**src/rtl/debug_unit_dump_sequencer.sv**
```systemverilog
// debug_unit_dump_sequencer
// Sends a debug dump over the 32-bit UART TX path, one word per item in this order:
// PC snapshot, registers 0..N_REGISTERS-1, data memory words 0..N_MEM_WORDS-1, then the
// cycle-count snapshot. Each item takes three steps: fetch the item (drive the read
// address and wait RD_LAT cycles), send it (capture the word and pulse start), and wait
// for the UART to report the word done. All outputs are registered.
module debug_unit_dump_sequencer #(
    parameter int unsigned NB_DATA     = 32,
    parameter int unsigned N_REGISTERS = 32,
    parameter int unsigned N_MEM_WORDS = 32,
    parameter int unsigned NB_REG_ADDR = 5,
    parameter int unsigned NB_MEM_ADDR = 32,
    parameter int unsigned RD_LAT      = 1
) (
    input  logic                   i_clock,
    input  logic                   i_reset,
    input  logic                   i_start,
    input  logic [NB_DATA-1:0]     i_pc,
    input  logic [NB_DATA-1:0]     i_cycles,
    input  logic [NB_DATA-1:0]     i_reg_data,
    input  logic [NB_DATA-1:0]     i_mem_data,
    input  logic                   i_uart_tx_32b_done,
    output logic [NB_DATA-1:0]     o_uart_tx_data,
    output logic                   o_uart_tx_32b_start,
    output logic [NB_REG_ADDR-1:0] o_reg_addr,
    output logic [NB_MEM_ADDR-1:0] o_mem_addr,
    output logic                   o_busy,
    output logic                   o_done
);

    localparam int unsigned TOTAL = N_REGISTERS + N_MEM_WORDS + 2;
    localparam int unsigned IDX_W = $clog2(TOTAL);
    localparam int unsigned LAT_W = (RD_LAT > 1) ? $clog2(RD_LAT) : 1;
    localparam logic [IDX_W-1:0] IDX_LAST = IDX_W'(TOTAL - 1);
    localparam logic [LAT_W-1:0] LAT_LAST = LAT_W'(RD_LAT - 1);

    typedef enum logic [2:0] {
        ST_IDLE  = 3'd0,
        ST_FETCH = 3'd1,
        ST_SEND  = 3'd2,
        ST_WAIT  = 3'd3,
        ST_DONE  = 3'd4
    } state_t;

    state_t               state_q,    state_d;
    logic [IDX_W-1:0]     idx_q,      idx_d;
    logic [LAT_W-1:0]     lat_q,      lat_d;
    logic [NB_DATA-1:0]   pc_snap_q,  pc_snap_d;
    logic [NB_DATA-1:0]   cyc_snap_q, cyc_snap_d;
    logic [NB_DATA-1:0]   tx_data_q,  tx_data_d;
    logic                 start_q,    start_d;
    logic [NB_REG_ADDR-1:0] reg_addr_q, reg_addr_d;
    logic [NB_MEM_ADDR-1:0] mem_addr_q, mem_addr_d;
    logic                 busy_q,     busy_d;
    logic                 done_q,     done_d;
    logic [NB_DATA-1:0]   word_s;

    // Register index for an item; items outside the register range give address 0.
    function automatic logic [NB_REG_ADDR-1:0] reg_addr_of(input logic [IDX_W-1:0] idx);
        int unsigned sel;
        sel = 32'(idx);
        if ((sel >= 32'd1) && (sel <= N_REGISTERS)) begin
            reg_addr_of = NB_REG_ADDR'(sel - 32'd1);
        end else begin
            reg_addr_of = {NB_REG_ADDR{1'b0}};
        end
    endfunction

    // Memory byte address for an item; items outside the memory range give address 0.
    function automatic logic [NB_MEM_ADDR-1:0] mem_addr_of(input logic [IDX_W-1:0] idx);
        int unsigned sel;
        sel = 32'(idx);
        if ((sel >= (N_REGISTERS + 32'd1)) && (sel <= (N_REGISTERS + N_MEM_WORDS))) begin
            mem_addr_of = NB_MEM_ADDR'((sel - 32'd1 - N_REGISTERS) * 32'd4);
        end else begin
            mem_addr_of = {NB_MEM_ADDR{1'b0}};
        end
    endfunction

    // Choose which source supplies the word for the current item.
    always_comb begin
        word_s = {NB_DATA{1'b0}};
        if (idx_q == {IDX_W{1'b0}}) begin
            word_s = pc_snap_q;
        end else if (32'(idx_q) <= N_REGISTERS) begin
            word_s = i_reg_data;
        end else if (idx_q != IDX_LAST) begin
            word_s = i_mem_data;
        end else begin
            word_s = cyc_snap_q;
        end
    end

    // Compute the next state and the next value of every registered output.
    always_comb begin
        state_d    = state_q;
        idx_d      = idx_q;
        lat_d      = lat_q;
        pc_snap_d  = pc_snap_q;
        cyc_snap_d = cyc_snap_q;
        tx_data_d  = tx_data_q;
        start_d    = 1'b0;
        reg_addr_d = reg_addr_q;
        mem_addr_d = mem_addr_q;
        busy_d     = busy_q;
        done_d     = 1'b0;
        case (state_q)
            ST_IDLE: begin
                if (i_start) begin
                    pc_snap_d  = i_pc;
                    cyc_snap_d = i_cycles;
                    idx_d      = {IDX_W{1'b0}};
                    lat_d      = {LAT_W{1'b0}};
                    reg_addr_d = reg_addr_of({IDX_W{1'b0}});
                    mem_addr_d = mem_addr_of({IDX_W{1'b0}});
                    busy_d     = 1'b1;
                    state_d    = ST_FETCH;
                end else begin
                    state_d    = ST_IDLE;
                end
            end
            ST_FETCH: begin
                if (lat_q == LAT_LAST) begin
                    state_d = ST_SEND;
                end else begin
                    lat_d   = lat_q + LAT_W'(1);
                end
            end
            ST_SEND: begin
                tx_data_d = word_s;
                start_d   = 1'b1;
                state_d   = ST_WAIT;
            end
            ST_WAIT: begin
                // A done pulse in the same cycle as our start pulse cannot belong to this word.
                if (i_uart_tx_32b_done && !start_q) begin
                    if (idx_q == IDX_LAST) begin
                        done_d  = 1'b1;
                        state_d = ST_DONE;
                    end else begin
                        idx_d      = idx_q + IDX_W'(1);
                        lat_d      = {LAT_W{1'b0}};
                        reg_addr_d = reg_addr_of(idx_q + IDX_W'(1));
                        mem_addr_d = mem_addr_of(idx_q + IDX_W'(1));
                        state_d    = ST_FETCH;
                    end
                end else begin
                    state_d = ST_WAIT;
                end
            end
            ST_DONE: begin
                busy_d  = 1'b0;
                state_d = ST_IDLE;
            end
            default: begin
                busy_d  = 1'b0;
                state_d = ST_IDLE;
            end
        endcase
    end

    // State and output registers with synchronous reset.
    always_ff @(posedge i_clock) begin
        if (i_reset) begin
            state_q    <= ST_IDLE;
            idx_q      <= {IDX_W{1'b0}};
            lat_q      <= {LAT_W{1'b0}};
            pc_snap_q  <= {NB_DATA{1'b0}};
            cyc_snap_q <= {NB_DATA{1'b0}};
            tx_data_q  <= {NB_DATA{1'b0}};
            start_q    <= 1'b0;
            reg_addr_q <= {NB_REG_ADDR{1'b0}};
            mem_addr_q <= {NB_MEM_ADDR{1'b0}};
            busy_q     <= 1'b0;
            done_q     <= 1'b0;
        end else begin
            state_q    <= state_d;
            idx_q      <= idx_d;
            lat_q      <= lat_d;
            pc_snap_q  <= pc_snap_d;
            cyc_snap_q <= cyc_snap_d;
            tx_data_q  <= tx_data_d;
            start_q    <= start_d;
            reg_addr_q <= reg_addr_d;
            mem_addr_q <= mem_addr_d;
            busy_q     <= busy_d;
            done_q     <= done_d;
        end
    end

    assign o_uart_tx_data      = tx_data_q;
    assign o_uart_tx_32b_start = start_q;
    assign o_reg_addr          = reg_addr_q;
    assign o_mem_addr          = mem_addr_q;
    assign o_busy              = busy_q;
    assign o_done              = done_q;

endmodule

```
**config.mk**
```make
export PLATFORM = sky130hd
export DESIGN_NAME = debug_unit_dump_sequencer
export DESIGN_NICKNAME = d
export VERILOG_FILES = /design/src/rtl/debug_unit_dump_sequencer.sv
export SDC_FILE = /design/constraint.sdc
export NUM_CORES = 1
export LEC_CHECK = 0
export BUFFER_PORTS_ARGS = -buffer_cell sky130_fd_sc_hd__buf_2
export CORE_MARGIN = 2
export CORE_UTILIZATION = 51
export DETAILED_ROUTE_END_ITERATION = 6
export MAX_ROUTING_LAYER = met4
export PLACE_DENSITY_LB_ADDON = 0.08
export SYNTH_ARGS = -nofsm -noshare
export SYNTH_HDL_FRONTEND = slang
export SYNTH_SLANG_ARGS = --single-unit
```
**constraint.sdc**
```tcl
create_clock -name i_clock -period 3.3 [get_ports i_clock]
set_clock_uncertainty 0.15 [all_clocks]
set_input_delay 0.66 -clock i_clock [delete_from_list [all_inputs] [get_ports i_clock]]
set_output_delay 0.66 -clock i_clock [all_outputs]
set_load 0.05 [all_outputs]
```
* Word level (Yosys, flattened, before mapping)
Index checks and enable logic that the tools add are counted. W data, S select, Z words.
Operators by class: add/sub/neg operators 4, magnitude comparators 5, equality and inequality tests 9, mux-type cells 31, bitwise logic cells 3, reduce and logical (&&, ||, !) cells 14
Operator list (number):
- $mux W32 | 7
- $pmux W32 S2 | 1
- $mux W7 | 3
- $mux W5 | 4
- $le A7 B6 Y1 const B | 2
- $pmux W7 S2 | 1
- $pmux W3 S4 | 1
- $pmux W5 S2 | 1
- $mux W3 | 3
- $sub A8 B7 Y9 const B | 1
- $mux W1 | 8
- $ne A2 B2 Y1 const B | 4
- $reduce_and A4 Y1 | 2
- $sub A7 B1 Y8 const B | 1
- $add A7 B1 Y7 const B | 1
- $eq A7 B7 Y1 const B | 1
- $ge A7 B1 Y1 const B | 1
- $ge A7 B6 Y1 const B | 1
- $le A7 B7 Y1 const B | 1
- $logic_not A7 Y1 | 1
- $ne A7 B7 Y1 const B | 1
- $eq A3 B2 Y1 const B | 2
- $reduce_or A3 Y1 | 2
- $reduce_and A2 Y1 | 2
- 10 further kinds | 14
Storage, ports and cells: flip-flop bits (word level) 147, output and inout bits 72

* Longest topological paths before layout
word-level depth 7, depth in mapped cells 10

* Worst setup path after synthesis
OpenSTA, ideal clock, no wires.
path type reg-to-reg, from reg idx_q[1], to reg tx_data_q[10] (netlist: o_uart_tx_data[10]), library setup time 0.089 ns, arrival 2.120 ns, required time 3.061 ns, path slack 0.941 ns, stages on the path, launching flop included 11, path through dfxtp_1 -> clkbuf_1 -> inv_1 -> ha_1 -> or4b_4 -> a21o_1 -> buf_6 -> clkbuf_1 -> nor2_1 -> a211o_1 -> a311oi_2
On the way: word-level cells in the longest chain between the ends 4, elaborated cells between the ends (all ways) 6, those cells by class order compare: 1; eq/ne: 1; mux: 3; reduce/logical: 1
RTL lines:
- from (decl) | line 46 | logic [IDX_W-1:0] idx_q, idx_d;
- from (signal assigned) | line 166 | idx_q <= {IDX_W{1'b0}};
- from (signal assigned) | line 178 | idx_q <= idx_d;
- branches (longest 3 deep; another with $le A7 B6 Y1)
- $mux W32 (*) | line 83 | if (idx_q == {IDX_W{1'b0}}) begin
- to (signal assigned) | line 170 | tx_data_q <= {NB_DATA{1'b0}};
- to (signal assigned) | line 182 | tx_data_q <= tx_data_d;
- to (decl) | line 50 | logic [NB_DATA-1:0] tx_data_q, tx_data_d;
Every way passes the cells marked *. A chain may end at the register's enable or synchronous reset.

* Worst setup path after layout
from reg idx_q[0], to reg tx_data_q[5] (netlist: o_uart_tx_data[5])
Same word-level chain as after synthesis.

==> summary.md <==
| Metric | Value |
|---|---|
| Nets@finish | `1007` |
| Max H-tree Level | `4` |
| Mapped Cells | `722` |
| Worst Path Arrival | `3.00 ns` |
| EDFF count, synth | `0` |
| Ys flop type | `dfxtp_1` |
| I/O pins | `204` |
| Cell row count | `39` |
| CP required | `3.47 ns` |
| Final Util | `0.648` |
| Max Slew Vio Count | `0` |
| WS Path Type | `register to register` |
| GRT Overall Usage | `0.259` |
| Final period util | `0.858` |
| Fill count | `1004` |
| DRC errors left | `0` |
| Die height | `113 um` |
| Die footprint | `12700 um2` |
| Reg2reg setup slack | `0.47 ns` |
| Hold Path Class | `register to register` |
| Number of global-route vias before repair | `5364` |
| CTS Buf Count | `17` |
| Minimum clock period | `2.83 ns` |
| Detailed Routing Iterations Pass 1 | `5` |
| Async set or reset register ratio after synthesis | `0` |
| Worst-path clk slew | `0.05 ns` |
| Final ANT Viol Nets | `0` |
| Core Region | `11500 um2` |
| Mapped cell area | `6030 um2` |
| Initial core utilization | `0.526` |
| Remaining global-route overflow | `0` |
| Iteration-0 DRC Markers | `352` |
| First-pass GRT wire length | `25700 um` |
| CTS tree | `built` |
| Layout cell share with drive strength beyond 1 | `0.317` |
| R2R cell count | `8` |
| Yosys warns | `0` |
| Area growth, synth to finish | `23.2%` |
| RSZ-0062 raised after global routing | `false` |
| Hold Path Depth | `2` |
| Top cell type by total area after synthesis | `dfxtp_1` |
| IO buf count | `201` |
| Post-CTS Hold Fix Bufs | `0` |
| Fin. Hold Viols | `0` |
| Setup TNS Final | `0 ns` |
| Die W | `113 um` |
| Worst skew pair latency | `0.41 ns` |
| Yosys reg bits | `123` |
| Root buffer cell | `clkbuf_16` |
| Commonest cells post-synth | `170 x nand2_1, 123 x dfxtp_1, 77 x nor2_1` |
| Drt wl/cell | `15.6 um` |
| Synthesized area per cell | `8.35 um2` |
| Postcts setup bufs | `0` |
| Clock sinks | `123` |
| Count of final setup violators | `0` |
| Crit Reg-Reg Endpoint | `o_uart_tx_data[5]` |
| PD cells | `524 nW/um2` |
| Max_cap viols | `0` |
| Share of the synthesized area in the top cell type | `0.409` |
| Max transition margin | `0.435` |
| Initial antenna violation count | `3` |
| Drt via density | `5.56` |
| Post-synthesis cell type count | `49` |
| Setup crit end kind | `register` |
| Leakage | `0.00332 uW` |
| Min-Delay Endpoint | `cyc_snap_q[26]` |
| Final GP Congestion | `0.888` |
| Register area share after synthesis | `0.409` |
| Largest net degree at the start of global routing | `66` |
| Fmax | `353 MHz` |
| Status | `finished clean` |
| Critical R2R Launch | `idx_q[0]` |
| Via count | `5715` |
| CTS max path bufs | `2` |
| Worst-margin pin slew | `0.848 ns` |
| CP max FO | `33` |
| Top post-synthesis cells by area | `dfxtp_1 41%, nand2_1 11%, a311oi_2 8.0%` |
| Crit start category | `register` |
| Final WL | `16000 um` |
| Count leader, synth | `nand2_1` |
| Min-delay src | `cyc_snap_q[26]` |
| Peak VDD IR | `0.000329 V` |
| CTS resizes | `0` |
| DP Wirelength | `11100 um` |
==> worst max-delay path by stage <==
stage / startpoint / to / slack [ns] / depth (start not counted)
global route: idx_q[0] / o_uart_tx_data[5] / 0.27 / 8
floorplan: idx_q[1] / o_uart_tx_data[10] / 0.94 / 10
finish: idx_q[0] / o_uart_tx_data[5] / 0.47 / 8
detailed placement: idx_q[0] / o_uart_tx_data[4] / 0.49 / 8
CTS: idx_q[0] / o_uart_tx_data[5] / 0.48 / 8
global placement: idx_q[0] / o_uart_tx_data[15] / 0.62 / 8
==> state kept, by name, indices dropped and copies added, names as in the netlist <==
signal               flops
o_reg_addr               5
o_busy                   1
cyc_snap_q              32
idx_q                    7
state_q                  3
o_done                   1
pc_snap_q               32
o_uart_tx_32b_start      1
o_mem_addr               9
o_uart_tx_data          32
==> where the power goes <==
group	internal, uW	switching [uW]	leakage [uW]	total, uW
Clock	1070	598	0.000259	1670
Combinational	198	389	0.00205	586
Sequential	1580	50.6	0.00100	1630
==> layout make-up <==
class                           instances  area (um2)  share of cell area
Multi-Input combinational cell        513        3120               0.420
Inverter                                2        7.51             0.00101
Clock inverter                          3        40.0             0.00539
Timing Repair Buffer                  215        1130               0.152
Clock buffer                           25         485              0.0654
Tap cell                              143         179              0.0241
Sequential cell                       123        2460               0.332
Antenna cell                            3        7.51             0.00101
==> critical path, cell delays in order (launching register included) <==
cell and delay, ns:
dfxtp_1 0.57, inv_1 0.14, ha_1 0.25, or4b_4 0.23, a21o_2 0.52, buf_12 0.27, nor2_1 0.06, a211o_1 0.27
a311oi_2 0.25
==> placed cells by master (no fill, tap or decap), drive strengths merged, types with 3 or more instances in the layout <==
cell type and n:
mux2i 33, dfxtp 123, diode 3, or3 3, xnor2 4, clkbuf 25, a31oi 3, a311oi 35
o21ai 9, a211o 33, a32o 6, nand2b 3, nand3 9, nand4 5, nand3b 5, ha 3
a21oi 74, nor3 6, and3 4, xor2 3, buf 215, nor2b 3, nor2 77, a22o 4
nand2 170
==> metrics by stage <==
stage	power [uW]	std cells	cell area, um2	worst slack (ns)	hold WS (ns)
after floorplan	2060	723	6030	0.941	0.286
after global routing	4060	1027	7430	0.272	0.321
after global placement	2230	996	6890	0.621	0.291
final	3890	1027	7430	0.468	0.301
after detailed placement	2250	996	6890	0.487	0.296
after CTS	3930	1024	7420	0.481	0.302
==> metal layers <==
layer / wire length, um / global-route usage / vias to the layer above
met2: 7630 / 0.411 / 246
li1: - / - / 2797
met4: 334 / 0.102 / 0
met3: 1260 / 0.0809 / 25
met1: 6750 / 0.308 / 2647
met5: 0 / - / -
==> logic make-up (layout without fill, tap and decap cells) <==
group | after synthesis | in the layout | share of synthesized area
AND/OR/NAND/NOR | 296 | 296 | 0.211
AO/OA/AOI/OAI | 171 | 171 | 0.230
flip-flops | 123 | 123 | 0.409
buffers and inverters | 87 | 245 | 0.0774
multiplexers | 34 | 34 | 0.0567
XOR/XNOR | 7 | 7 | 0.0102
adder cells (fa/ha/maj) | 3 | 3 | 0.00623
other | 1 | 5 | 0.000622
(Power assumes the default switching activity.)
